## src/rtl/axi_pattern_burst_writer.sv

```systemverilog
// AXI3 write-traffic generator: on a trigger, issues NBURSTS INCR bursts of BURST_LEN
// 32-bit beats from ADDR in STRIDE steps, with data from a reseedable pattern generator.
module axi_pattern_burst_writer #(
  parameter logic [31:0] ADDR      = 32'h0000_0000,
  parameter logic [31:0] STRIDE    = 32'h0000_0040,
  parameter int          NBURSTS   = 4,
  parameter int          BURST_LEN = 16,
  parameter logic [31:0] PTTN      = 32'h1234_5678,
  parameter int          MODE      = 0
) (
  input  logic        clk,
  input  logic        rstn,
  input  logic        trigger,
  // AXI3 write address channel
  output logic [3:0]  m_awid,
  output logic [31:0] m_awaddr,
  output logic [3:0]  m_awlen,
  output logic [2:0]  m_awsize,
  output logic [1:0]  m_awburst,
  output logic [1:0]  m_awlock,
  output logic [3:0]  m_awcache,
  output logic        m_awvalid,
  input  logic        m_awready,
  // AXI3 write data channel
  output logic [3:0]  m_wid,
  output logic [31:0] m_wdata,
  output logic [3:0]  m_wstrb,
  output logic        m_wlast,
  output logic        m_wvalid,
  input  logic        m_wready,
  // AXI3 write response channel
  input  logic [1:0]  m_bresp,
  input  logic        m_bvalid,
  output logic        m_bready,
  // read channel unused
  output logic        m_arvalid,
  output logic        busy,
  output logic        done,
  output logic        err,
  output logic [15:0] burst_count,
  output logic [1:0]  dbg_state
);

  // Handshakes: a transfer happens on the rising edge where valid && ready are both high;
  // once valid is raised, the payload is held stable until that edge.

  // LFSR cannot run from an all-zero seed, so a zero seed becomes 1 in that mode.
  localparam logic [31:0] SEED      = (MODE == 2 && PTTN == 32'h0) ? 32'h1 : PTTN;
  localparam logic [3:0]  LAST_BEAT = 4'(BURST_LEN - 1);
  localparam logic [16:0] NB        = 17'(NBURSTS);

  typedef enum logic [1:0] {S_IDLE, S_WADDR, S_WDATA, S_WRESP} state_t;

  state_t      r_state, w_state_nxt;
  logic        r_awvalid, w_awvalid_nxt;
  logic        r_wvalid, w_wvalid_nxt;
  logic        r_wlast, w_wlast_nxt;
  logic        r_bready, w_bready_nxt;
  logic        r_busy, w_busy_nxt;
  logic        r_done, w_done_nxt;
  logic        r_err, w_err_nxt;
  logic [15:0] r_bcnt, w_bcnt_nxt;
  logic [31:0] r_addr, w_addr_nxt;
  logic [31:0] r_data, w_data_nxt;
  logic [3:0]  r_beat, w_beat_nxt;
  logic [16:0] w_bcnt_inc;

  function automatic logic [31:0] f_next(input logic [31:0] d);
    if (MODE == 1)      return d + 32'd1;
    else if (MODE == 2) return (d >> 1) ^ (d[0] ? 32'h8020_0003 : 32'h0);
    else                return {d[3:0], d[31:4]};
  endfunction

  assign w_bcnt_inc = {1'b0, r_bcnt} + 17'd1;

  always_ff @(posedge clk or negedge rstn) begin
    if (!rstn) r_state <= S_IDLE;
    else       r_state <= w_state_nxt;
  end

  always_comb begin
    w_state_nxt   = r_state;
    w_awvalid_nxt = r_awvalid;
    w_wvalid_nxt  = r_wvalid;
    w_wlast_nxt   = r_wlast;
    w_bready_nxt  = r_bready;
    w_busy_nxt    = r_busy;
    w_done_nxt    = 1'b0;
    w_err_nxt     = r_err;
    w_bcnt_nxt    = r_bcnt;
    w_addr_nxt    = r_addr;
    w_data_nxt    = r_data;
    w_beat_nxt    = r_beat;
    case (r_state)
      S_IDLE: begin
        if (trigger) begin
          w_state_nxt   = S_WADDR;
          w_awvalid_nxt = 1'b1;
          w_busy_nxt    = 1'b1;
          w_addr_nxt    = ADDR;
          w_data_nxt    = SEED;
          w_beat_nxt    = 4'd0;
          w_err_nxt     = 1'b0;
          w_bcnt_nxt    = 16'd0;
        end
      end
      S_WADDR: begin
        if (m_awready) begin
          w_state_nxt   = S_WDATA;
          w_awvalid_nxt = 1'b0;
          w_wvalid_nxt  = 1'b1;
          w_wlast_nxt   = (LAST_BEAT == 4'd0);
        end
      end
      S_WDATA: begin
        if (m_wready) begin
          w_data_nxt = f_next(r_data);
          if (r_beat == LAST_BEAT) begin
            w_state_nxt  = S_WRESP;
            w_beat_nxt   = 4'd0;
            w_wvalid_nxt = 1'b0;
            w_wlast_nxt  = 1'b0;
            w_bready_nxt = 1'b1;
          end else begin
            w_beat_nxt  = r_beat + 4'd1;
            w_wlast_nxt = ((r_beat + 4'd1) == LAST_BEAT);
          end
        end
      end
      S_WRESP: begin
        if (m_bvalid) begin
          w_bready_nxt = 1'b0;
          w_bcnt_nxt   = w_bcnt_inc[15:0];
          w_err_nxt    = r_err | (m_bresp != 2'b00);
          if (w_bcnt_inc < NB) begin
            w_state_nxt   = S_WADDR;
            w_awvalid_nxt = 1'b1;
            w_addr_nxt    = r_addr + STRIDE;
          end else begin
            w_state_nxt = S_IDLE;
            w_busy_nxt  = 1'b0;
            w_done_nxt  = 1'b1;
          end
        end
      end
      default: w_state_nxt = S_IDLE;
    endcase
  end

  always_ff @(posedge clk or negedge rstn) begin
    if (!rstn) begin
      r_awvalid <= 1'b0;
      r_wvalid  <= 1'b0;
      r_wlast   <= 1'b0;
      r_bready  <= 1'b0;
      r_busy    <= 1'b0;
      r_done    <= 1'b0;
      r_err     <= 1'b0;
      r_bcnt    <= 16'd0;
      r_addr    <= ADDR;
      r_data    <= SEED;
      r_beat    <= 4'd0;
    end else begin
      r_awvalid <= w_awvalid_nxt;
      r_wvalid  <= w_wvalid_nxt;
      r_wlast   <= w_wlast_nxt;
      r_bready  <= w_bready_nxt;
      r_busy    <= w_busy_nxt;
      r_done    <= w_done_nxt;
      r_err     <= w_err_nxt;
      r_bcnt    <= w_bcnt_nxt;
      r_addr    <= w_addr_nxt;
      r_data    <= w_data_nxt;
      r_beat    <= w_beat_nxt;
    end
  end

  assign m_awid      = 4'd0;
  assign m_awaddr    = r_addr;
  assign m_awlen     = LAST_BEAT;
  assign m_awsize    = 3'd2;
  assign m_awburst   = 2'b01;
  assign m_awlock    = 2'b00;
  assign m_awcache   = 4'd0;
  assign m_awvalid   = r_awvalid;
  assign m_wid       = 4'd0;
  assign m_wdata     = r_data;
  assign m_wstrb     = 4'hF;
  assign m_wlast     = r_wlast;
  assign m_wvalid    = r_wvalid;
  assign m_bready    = r_bready;
  assign m_arvalid   = 1'b0;
  assign busy        = r_busy;
  assign done        = r_done;
  assign err         = r_err;
  assign burst_count = r_bcnt;
  assign dbg_state   = r_state;

endmodule

```

## config.mk

```make
export PLATFORM = sky130hd
export DESIGN_NAME = axi_pattern_burst_writer
export DESIGN_NICKNAME = d
export VERILOG_FILES = /design/src/rtl/axi_pattern_burst_writer.sv
export SDC_FILE = /design/constraint.sdc
export NUM_CORES = 1
export LEC_CHECK = 0
export BUFFER_PORTS_ARGS = -buffer_cell sky130_fd_sc_hd__buf_2
export CORE_AREA = 3 3 107 99
export DETAILED_ROUTE_END_ITERATION = 10
export DIE_AREA = 0 0 110 102
export HOLD_SLACK_MARGIN = 0.1
export PLACE_DENSITY = 0.79
export SYNTH_ARGS = -nofsm -noshare
export SYNTH_HDL_FRONTEND = slang
export SYNTH_SLANG_ARGS = --single-unit
```

## constraint.sdc

```tcl
create_clock -name clk -period 2.9 [get_ports clk]
set_input_delay 0.29 -clock clk [delete_from_list [all_inputs] [get_ports clk]]
set_output_delay 0.29 -clock clk [all_outputs]
set_load 0.05 [all_outputs]
```

==> results of run 1 <==
## registers in the layout (all words and copies together) (netlist names)
register     flops
m_wdata         32
dbg_state        2
m_bready         1
busy             1
m_awvalid        1
r_beat           4
burst_count     16
err              1
done             1
m_wvalid         1
m_awaddr        26
m_wlast          1
## what timing repair did
| item | 4_1_cts | 5_1_grt |
|---|---|---|
| endpoints found under the setup margin | 0 | 5 |
| endpoints found under the hold margin | 74 | 0 |
| buffers inserted | 0 | 3 |
| hold buffers | 1 | 0 |
| gates resized for setup | 0 | 2 |
## where the power goes
group	switching [mW]	internal [mW]
Combinational	2.16	0.714
Clock	0.458	0.432
Sequential	0.215	1.54
Total	2.83	2.69
## area by class of cell
cell class | instances | share of cell area
Tap cell | 126 | 0.0283
Timing Repair Buffer | 113 | 0.115
Clock buffer | 11 | 0.0254
Clock inverter | 5 | 0.0115
Multi-Input combinational cell | 418 | 0.410
Sequential cell | 87 | 0.395
Inverter | 22 | 0.0148
## cell families after synthesis
| group | after synthesis |
|---|---|
| fa+ha+maj | 10 |
| other cells | 2 |
| compound gates | 140 |
| xor+xnor | 6 |
| flops | 87 |
| simple gates | 224 |
| mux | 4 |
| buf+inv | 86 |
## layout by cell type, fill, tap and decap left out, drive strengths merged, types with 3 or more instances in the layout
master	Yosys	routed
and4	5	5
o21ai	66	66
nand2	70	70
dfstp	13	13
or4	3	3
and3	8	8
dfrtp	74	74
or3	13	13
a21oi	29	29
a31oi	16	16
buf	41	112
a211oi	3	3
nand4	19	19
ha	10	10
xor2	5	5
clkbuf	23	11
nor3	9	9
conb	2	34
inv	22	25
nor2	34	34
nand3	44	44
o31ai	8	8
and2	9	9
## worst max-delay path, delay by kind of cell, from the launching register on
kind,cells,cell delay (ns)
AOI/OAI and AO/OA,3,0.68
buffers and inverters,1,0.20
adders and majority gates,1,0.24
DFF,1,0.46
and+or+nand+nor,4,1.03
## per-layer routing
| metal | global-route usage | vias to the layer above |
|---|---|---|
| met5 | 0 | - |
| met4 | 0.0614 | 0 |
| met3 | 0.0373 | 12 |
| met2 | 0.330 | 182 |
| met1 | 0.300 | 2115 |
| li1 | - | 2096 |
## metrics by stage
step	setup slack [ns]	area (sq um)	util
2_1_floorplan	0.00463	4950	-
3_3_place_gp	0.177	5320	0.556
3_5_place_dp	0.0910	5320	0.556
4_1_cts	0.0284	5540	0.578
5_1_grt	0.0457	5560	0.581
6_report	0.197	5560	0.581
## worst min path at each step
stage / startpoint / to / cells after the start
2_1_floorplan: rstn / burst_count[0] / 0
3_3_place_gp: rstn / m_wdata[26] / 2
3_5_place_dp: rstn / m_wdata[30] / 2
4_1_cts: trigger / r_beat[2] / 3
5_1_grt: trigger / r_beat[2] / 3
6_report: trigger / r_beat[2] / 3
==> results.txt, run 1 <==
The run finished with clean final reports. For this design, the slowest cell found on the critical path is dfrtp_2. The clock reaches the later pin of the worst-skew pair after 0.36 ns.

Final sum of negative setup slack: 0 ns. The mux contribution to synthesized area was 0.00881; the highest cell delay on the worst timing path was 0.46 ns. After detailed routing, the number of vias per cell comes to 5.63.

The arithmetic-cell share of the synthesized area counting full adders, half adders and majority gates works out to 0.0259. The run gives 0.211 as the combined global-route utilization of all metal layers. In the final routed layout, each cell accounts on average for 15.0 microns.

Of all cell types, the one taking the most synthesized area is dfrtp_1. In this run the top signal layer used is met4. The run gives 841 microns as the sum of met3 wire segment lengths after detailed routing. For this run, the post-layout net count is 669. The logs give 0.564 for the worst slew margin relative to its limit and 11800 microns for the sum of routed wire length over all layers.

Compared with the post-synthesis result, the final layout area differs by 15.2%. In this run the static leakage power is 2.68 nW. The critical path is of the reg2reg type. The most frequently used cell type in the post-synthesis netlist was dfrtp_1. In this run, distinct cell masters in the synthesized netlist total 56. Starting density of the core: 0.505.

The slew at the pin closest to its max-slew limit is 0.654 ns. For the number of core rows, the log shows 34. The number of detailed-route iterations in the first pass was 4. The synthesized netlist occupies a cell area of 4830 sq um. STA classifies the critical path endpoint as a register. The routability congestion estimate came out at 0.839. During I/O placement, the number of pins put on the boundary was 125. Setup repair after global routing left no endpoint under its margin. The simple-gate portion of the synthesized area is 0.232.

Along the worst path, the maximum fanout reaches 12. The share of the synthesized area in the top cell type was 0.383. The class of the worst hold path was in2reg.

The worst path needs 2.70 ns of the cycle, external delays included. The number of nets still failing antenna checks after routing was 0; the final HPWL from detailed placement was 8270 microns. In this run the critical register-to-register path is launched from burst_count[0]. The final setup violation count was 0. Dividing total power by cell area gives a power density of 992 nW/um^2. The clock slew seen by the registers of the worst setup and hold paths is 0.10 ns. The worst endpoint data arrival time is 2.97 ns, and the sequential cell area fraction in the yosys report is 0.454. The mean area per synthesized cell came out at 8.64 sq um. The compound-cell area share of the yosys netlist is 0.168, and the flip-flop and latch count after synthesis is 87.

TritonCTS built the clock tree. The total area inside the core boundary comes to 9570 sq um. Across the VDD grid, the largest voltage drop is 0.458 mV. STA classifies the critical path startpoint as a register. Total via count in the routed design: 4405. The combined flip-flop and latch cell area was 2200 sq um. The final cycle utilization of the critical path came out at 0.932.

After synthesis, the most frequently instantiated cells are dfrtp_1 (74), nand2_1 (70), o21ai_0 (65). The violation count after the first detailed-route iteration was 205. The critical path goes through ha_2 -> and3_2 -> a211o_1 -> a211oi_2 -> and4_4 -> nand3_4 -> buf_4 -> or3_1 -> a21oi_1.

The final hold violation count was 0; the number of antenna violations at the first check in global routing was 0. For the worst setup path, the data required time is 3.17 ns. For the total overflow reported by the global router, the log shows 0. Following the worst setup path forward leads to its endpoint at m_awaddr[27]. Launching instance or port of the critical path: burst_count[0]. The primary flip-flop cell chosen by synthesis mapping is dfrtp_1. The number of max-cap violations was 0; the chip width was 110 microns. The die covers 11200 sq um.

The post-synthesis async set-or-reset flop share works out to 1.00. Hold timing on the final database bottoms out at a slack of 0.157 ns. In the detailed route, the total length drawn on met2 is 5640 microns. The worst-case clock buffer depth came out at 2. TritonCTS created 9 clock buffers.

The reg-to-reg setup timing slack is 0.20 ns, and the number of levels in the clock H-tree is 3. The xor/xnor cell area share of the yosys netlist came out at 0.0109. The largest net degree at the start of global routing was 88; the count of antenna diodes in the layout was 0. CTS saw 87 sinks. For the number of placed instances with taps included, the log shows 762.

The number of cells on the worst reg-to-reg path is 9. The Yosys step of the flow raised 0 warnings. From bottom edge to top edge, the die measures 102 microns. The first global-routing pass estimated 19100 microns of wire.

The run gives 0.370 GHz as the timing-limited maximum frequency. CTS placed an instance of clkbuf_8 at the clock tree root. The clock arrives with 0.0176 ns of skew. Layout cell share with drive strength beyond 1: 0.232. Counting the fill cells in the layout gives 874. In the final routing, the length of wire on met1 measures 5150 microns. The final cell count without fillers is 782. In the routed design, unresolved DRC markers number 0.

After synthesis, the largest family of logic cells by area is simple AND/OR/NAND/NOR gates. In the post-synthesis netlist, the biggest area contributors are dfrtp_1 (38%), dfstp_2 (7.1%), o21ai_0 (6.7%), nand2_1 (5.4%), buf_4 (5.3%). Buffers placed on the I/O ports in this run total 90. In the final layout, the multi-input gates occupy 2280 sq um. The tools report the number of global-route vias before repair as 3947. The overall power consumption was 5.52 mW. The final number of max-transition violations was 0. The gate count of the mapped netlist is 559, and the number of enable-type register cells in the synthesized netlist is 0. The worst register-to-register path ends at m_awaddr[27].
Power figures use the tool's default switching activity.
==> run 2, diff against run 1 <==
Settings changed: CORE_AREA 3 3 107 99 to 3 3 145 133, DIE_AREA 0 0 110 102 to 0 0 148 136, PLACE_DENSITY 0.79 to 0.49.
==> run 2 against run 1 <==
Critical path depth unchanged. Combinational power increased by 2%. Final area is 4.8% higher. Clock skew is 0.0084 ns lower. Cell count increased by 15%. Critical endpoint is now m_awaddr[16].
==> results.txt, run 2 (synthesized netlist as in run 1, its figures left out) <==
Starting density of the core: 0.272 (-0.232). The highest cell delay on the worst timing path was 0.45 ns (about the same). The logs give 125 (unchanged) for the count of boundary I/O pins and 0.305 (-0.013) for the register share of total power.

The number of sinks on the clock net is 87 (unchanged). For the worst slew margin relative to its limit, the log shows 0.545 (-0.0196). Design internal power: 2.86 mW (+6.6%). Final worst setup slack: 0.173 ns (-0.0237 ns). The slew at the pin closest to its max-slew limit was 0.683 ns (+0.0294 ns). The run gives 2.95 mW (+4.2%) as the net switching power. The most frequent standard cell in the layout excluding fill and tap cells is buf_2.

The logs give 2200 sq um (unchanged) for the combined flip-flop and latch cell area and 0.367 GHz (-0.87%) for the timing-limited maximum frequency. The number of core rows was 46 (+35%); the per-cell routed wire length was 14.7 microns (-2.1%). The combined global-route utilization of all metal layers came out at 0.132 (-0.0790). The worst hold path begins at trigger. The final number of max-transition violations is 0 (unchanged), and the leakage power total is 2.75 nW (+2.6%). The share of total power consumed by net switching was 0.508 (-0.00570); the largest fanout on the critical path was 14 (+2).

The layout cell share with drive strength beyond 1 is 0.237 (+0.00545). The worst setup path is captured at a register. The class of the worst hold path is in2reg.

Setup repair after global routing left no endpoint under its margin. The number of detailed-route iterations in the first pass was 4 (unchanged); the final cycle utilization of the critical path was 0.940 (+0.00818). The routability congestion estimate was 0.788 (-6.1%); the average vias per placed instance was 4.74 (-16%).

For the fill cell total of the finished layout, the log shows 1895 (+120%). The worst endpoint data arrival time was 2.99 ns (+0.02 ns); the final hold violation count was 0 (unchanged). The worst setup path is launched from a register.

The areal power density over the cells came out at 998 nW/um^2 (+0.55%). The worst-case clock buffer depth was 2 (unchanged). The flow ran to the end, and the final reports show no timing, DRC or antenna violations. The tools report the worst-skew pair later-pin latency as 0.34 ns (-0.02 ns).

The library cells used most frequently in the layout, excluding fill and tap cells, are buf_2 (89), dfrtp_1 (72), nand2_1 (70). The minimum clock period works out to 2.73 ns (+0.0237 ns). The tools report the sum of routed wire length over all layers as 13300 microns (+13%).

For the number of placed instances with taps included, the log shows 881 (+16%). The tree is rooted in a clkbuf_16. The count of antenna diodes in the layout was 0 (unchanged). The run gives 9 (unchanged) as the total CTS buffers. The setup path with the least slack is of type reg2reg.

For the clock share of power, the log shows 0.192 (+0.031). The most critical setup path has its startpoint at burst_count[0]. Final cell count without fillers: 902 (+15%).

The number of levels in the clock H-tree came out at 3 (unchanged). The core box area is 17700 sq um (+85%). The net total in the final layout is 675 (+0.90%), and the footprint of the multi-input gates is 2280 sq um (+0.11%). The overall power consumption is 5.81 mW (+5.3%). TritonCTS built the clock tree.

Largest net degree at the start of global routing: 51 (-42%). Final sum of negative setup slack: 0 ns (unchanged). The slowest stage of the critical path belongs to the cell dfrtp_2.

The share of the core filled with cells was 0.329 (-0.252). The total of buffers placed on input and output ports was 90 (unchanged). Walking the worst path, the cells encountered are ha_1 -> and3_1 -> a211o_1 -> a211oi_2 -> and4_4 -> nand3_4 -> buf_4 -> or3_1 -> a21oi_1. The number of global-route vias before repair came out at 3954 (+0.18%). The logs give 20100 sq um (+79%) for the die area and 4274 (-3.0%) for the total via count in the routed design. The violation count after the first detailed-route iteration is 289 (+41%), and the number of antenna violations at the first check in global routing is 0 (unchanged). The number of flip-flops under the largest register name was 32 (unchanged); the final HPWL from detailed placement was 9490 microns (+15%). The tools report the worst clock skew on the final layout as 0.00913 ns (-0.00845 ns). Number of DRC violations after detailed routing: 0 (unchanged). The clock slew seen by the registers of the worst setup and hold paths was 0.07 ns (-0.03 ns); the final setup violation count was 0 (unchanged). The chip width was 148 microns (+35%); the pre-CTS setup slack was 0.154 ns (+0.0631 ns). The height of the die came out at 136 microns (+33%). The tools report the number of max-cap violations as 0 (unchanged).

The worst flop-to-flop path startpoint is burst_count[0]. The wire length of the first global-routing pass was 21300 microns (+12%). The tools report the total overflow reported by the global router as 0 (unchanged). The area growth from synthesis to layout is 20.7%. The largest vdd supply drop is 0.443 mV (-3.4%), and the combinational group share of total power is 0.503 (-0.017). The tools report the data required time at the worst endpoint as 3.16 ns (about the same). Number of nets still failing antenna checks after routing: 0 (unchanged).
## run 2: cell types whose count changed in the layout (fill, tap and decap cells not counted), moves of 4 or more
cell	delta
buf_4	+6
clkbuf_16	+9
clkinvlp_4	+4
clkbuf_8	-10
## run 2: cell type report
cell class | instances | share of cell area
Clock buffer | 9 | 0.0386
Sequential cell | 87 | 0.377
Timing Repair Buffer | 119 | 0.118
Clock inverter | 7 | 0.00945
Tap cell | 240 | 0.0515
Multi-Input combinational cell | 418 | 0.392
Inverter | 22 | 0.0142
## run 2: final timing paths
| path | end | slack (ns) | cells after the start |
|---|---|---|---|
| max | m_awaddr[16] | 0.17 | 9 |
| min | r_beat[2] | 0.21 | 3 |
| max reg2reg | m_awaddr[16] | 0.17 | 9 |
| min reg2reg | m_wdata[21] | 0.47 | 2 |
| max in group asynchronous | m_wdata[12] | 1.65 | 3 |
| min in group asynchronous | m_awaddr[21] | 0.54 | 2 |
## run 2: routing by layer
layer  share of wire  vias to the layer above  track usage
met3           0.044                       15       0.0263
met2            0.44                      103        0.192
met1            0.50                     2047        0.191
met5               0                        -            0
met4           0.018                        0       0.0513
li1                -                     2109            -
## run 2: metrics by stage
stage	cell area [sq um]	hold WS, ns
finish	5830	0.212
floorplan	4950	-0.00559
global placement	5500	0.392
global route	5830	0.205
CTS	5790	0.194
detailed placement	5500	0.387
## run 2: power groups by stage
stage	logic (mW)	registers (mW)	clock network [mW]
after floorplan	1.34	2.60	0
after global placement	2.88	1.78	0
after detailed placement	2.91	1.80	0
after CTS	2.91	1.78	1.15
after global routing	3.19	1.82	1.20
final	2.93	1.77	1.12
## run 2: critical path, delay by kind of cell, from the launching register on
family,cells,cell delay (ns)
DFF,1,0.45
adders and majority gates,1,0.22
and+or+nand+nor,4,1.05
buffers and inverters,1,0.21
AOI/OAI and AO/OA,3,0.72
## run 2: repair_timing
action | in CTS | in global routing
setup buffers | 0 | 4
hold buffers | 1 | 0
resized for setup | 0 | 1
endpoints found under the setup margin | 0 | 5
hold endpoints to repair | 49 | 0
==> run 3, diff against run 2 <==
Settings changed: CORE_AREA 3 3 145 133 to 3 3 105 97, DIE_AREA 0 0 148 136 to 0 0 108 100, PLACE_DENSITY 0.49 to 0.82.
==> run 3 against run 2 <==
Critical path depth did not move. Global-route usage rose by 8.6 points. Fmax barely moved. Die area fell by 46%. Combinational power fell by 3%. Sequential share of layout area rose by 2.2 points. Final area fell by 5.3%. Clock-buffer cell count did not move. Critical endpoint is now m_awaddr[14]. Largest power group unchanged.
==> results.txt, run 3 (synthesized netlist as in run 1, its figures left out) <==
The flow ran to the end, and the final reports show no timing, DRC or antenna violations. The final cycle utilization of the critical path was 0.941 (about the same). The run gives 0.17 ns (about the same) as the reg-to-reg setup timing slack. The tools report the wire length of the first global-routing pass as 19000 microns (-11%). The routability congestion estimate was 0.874 (+11%). Overall power consumption: 5.41 mW (-6.9%). The critical path goes through ha_2 -> and3_2 -> a211o_1 -> a211oi_2 -> and4_4 -> nand3_4 -> buf_4 -> or3_1 -> a21oi_1.

The start point of the worst min-delay path is trigger. The data required time at the worst endpoint is 3.19 ns (+0.03 ns). The chip width came out at 108 microns (-27%). The number of levels in the clock H-tree is 3 (unchanged), and the largest fanout on the critical path is 17 (+3). The library cells used most frequently in the layout, excluding fill and tap cells, are buf_2 (89), nand2_1 (70), dfrtp_1 (68). The highest cell delay on the worst timing path is 0.46 ns (about the same).

The layout overhead on the synthesized area is 14.3%, and the final number of max-transition violations is 0 (unchanged). The tools report the combined flip-flop and latch cell area as 2200 sq um (+0.23%). Clock slew seen by the registers of the worst setup and hold paths: 0.09 ns (+0.02 ns). The core box area was 9130 sq um (-49%). The share of the core filled with cells is 0.605 (+0.276). Setup repair after global routing left no endpoint under its margin. The areal power density over the cells was 981 nW/um^2 (-1.7%). The post-CTS setup buffer count is 0 (unchanged). For the starting density of the core, the log shows 0.529 (+0.257). The minimum clock period is 2.73 ns (+0.00265 ns). TritonCTS built the clock tree. The per-cell routed wire length is 15.2 microns (+3.5%). The number of flip-flops under the largest register name is 32 (unchanged). The number of sinks on the clock net came out at 87 (unchanged).

Worst hold path stage count: 3 (unchanged). The run gives 2 (unchanged) as the worst-case clock buffer depth. The slew at the pin closest to its max-slew limit is 1.12 ns (+0.438 ns). For the leakage power total, the log shows 2.64 nW (-3.9%).

The logs give 0 (unchanged) for the final setup violation count and 3965 (+0.28%) for the number of global-route vias before repair. For the number of detailed-route iterations in the first pass, the log shows 5 (+1). The tools report the die area as 10800 sq um (-46%). The number of antenna violations at the first check in global routing came out at 0 (unchanged). The final HPWL from detailed placement was 8420 microns (-11%). The kind of start point of the critical path is a register.

The largest net degree at the start of global routing is 57 (+12%), and the placed standard-cell area is 5320 sq um (-3.4%). In this run the worst hold path is classified as in2reg. The logs give 5520 sq um (-5.3%) for the final cell area excluding filler cells and 3.01 ns (+0.02 ns) for the worst endpoint data arrival time. The average vias per placed instance was 5.62 (+19%). Worst flop-to-flop path startpoint: burst_count[0]. For hold timing, the worst endpoint is r_beat[2]. STA classifies the critical path endpoint as a register. The logs give 0.122 ns (-0.0319 ns) for the pre-CTS setup slack and 0 (unchanged) for the count of antenna diodes in the layout. The worst-skew pair later-pin latency came out at 0.36 ns (+0.02 ns). The worst setup path is of the reg2reg kind. For the number of nets still failing antenna checks after routing, the log shows 0 (unchanged). The worst register-to-register path ends at m_awaddr[14]. The tools report the number of DRC violations after detailed routing as 0 (unchanged). The library cell used most frequently in the layout, excluding fill and tap cells, is buf_2. The total overflow reported by the global router is 0 (unchanged), and the combined global-route utilization of all metal layers is 0.217 (+0.0855). The total of buffers placed on input and output ports was 90 (unchanged). The final hold violation count was 0 (unchanged).

The logs give 819 (-57%) for the fill cell total of the finished layout and 216 (-25%) for the violation count after the first detailed-route iteration. The total via count in the routed design was 4353 (+1.8%). The number of cells on the worst reg-to-reg path was 9 (unchanged); the worst clock skew on the final layout was 0.0121 ns (+0.00294 ns). The cell at the slowest stage of the critical path was dfrtp_2.

The worst slew margin relative to its limit came out at 0.248 (-0.297). The tools report the count of boundary I/O pins as 125 (unchanged). The logs give 0 ns (unchanged) for the final sum of negative setup slack and 0 (unchanged) for the number of max-cap violations.

The number of core rows is 33 (-28%), and the height of the die is 100 microns (-26%). The layout cell share with drive strength beyond 1 was 0.239 (+0.00174). The sum of routed wire length over all layers was 11800 microns (-11%); the net total in the final layout was 666 (-1.3%). For the timing-limited maximum frequency, the log shows 0.366 GHz (about the same). Largest vdd supply drop: 0.449 mV (+1.4%). The final worst setup slack was 0.170 ns (-0.00265 ns).

The tools report the root cell of the clock tree as clkbuf_8. The total CTS buffers is 9 (unchanged), and the footprint of the multi-input gates is 2280 sq um (unchanged).
==> run 3: cell count changes in the layout (fill, tap and decap cells not counted), moves of 3 or more <==
cell       previous run  this run
dfrtp_1              72        68
clkbuf_8              0         9
buf_4                28        19
clkinv_4              0         3
clkbuf_16             9         0
dfrtp_2               2         6
==> run 3: timing repair <==
item                                   in CTS  in global routing
setup endpoints to repair                   0                  8
resized for setup                           0                  8
endpoints found under the hold margin      31                  0
hold buffers                                1                  0
==> run 3: final cells by class <==
| class | count | area share |
|---|---|---|
| inverters | 22 | 0.0150 |
| flip-flops and latches | 87 | 0.399 |
| clock inverters | 7 | 0.0104 |
| multi-input cells | 418 | 0.414 |
| well taps | 122 | 0.0277 |
| repair buffers | 110 | 0.112 |
| clock buffers | 9 | 0.0224 |
==> run 3: layer usage <==
metal	wire, microns	track usage
met5	0	0
met4	100	0.0573
met3	710	0.0495
met2	5810	0.356
met1	5190	0.292
==> run 3: worst max-delay path, delay by kind of cell, from the launching register on <==
family          cells  cell delay (ns)
compound gates      3             0.67
fa+ha+maj           1             0.24
flops               1             0.46
buf+inv             1             0.20
simple gates        4             1.06
==> run 3: how the worst max path moves through the flow <==
stage | startpoint | endpoint | slack (ns) | depth (start not counted)
global placement | burst_count[0] | m_awaddr[27] | 0.21 | 9
finish | burst_count[0] | m_awaddr[14] | 0.17 | 9
floorplan | burst_count[2] | m_awaddr[30] | 0.005 | 9
CTS | burst_count[0] | m_awaddr[14] | 0.10 | 9
global route | burst_count[0] | m_awaddr[27] | 0.009 | 9
detailed placement | burst_count[0] | m_awaddr[30] | 0.12 | 8
==> run 3: power breakdown <==
group,switching [mW],leakage (nW),internal (mW),total (mW)
Sequential,0.227,1.12,1.54,1.77
Clock,0.480,0.0820,0.319,0.799
Combinational,2.15,1.44,0.690,2.84
Total,2.86,2.64,2.55,5.41
==> run 3: through the flow <==
stage	cells	hold WS, ns
floorplan	591	-0.00559
global placement	758	0.259
detailed placement	758	0.261
CTS	775	0.143
global route	775	0.162
finish	775	0.165
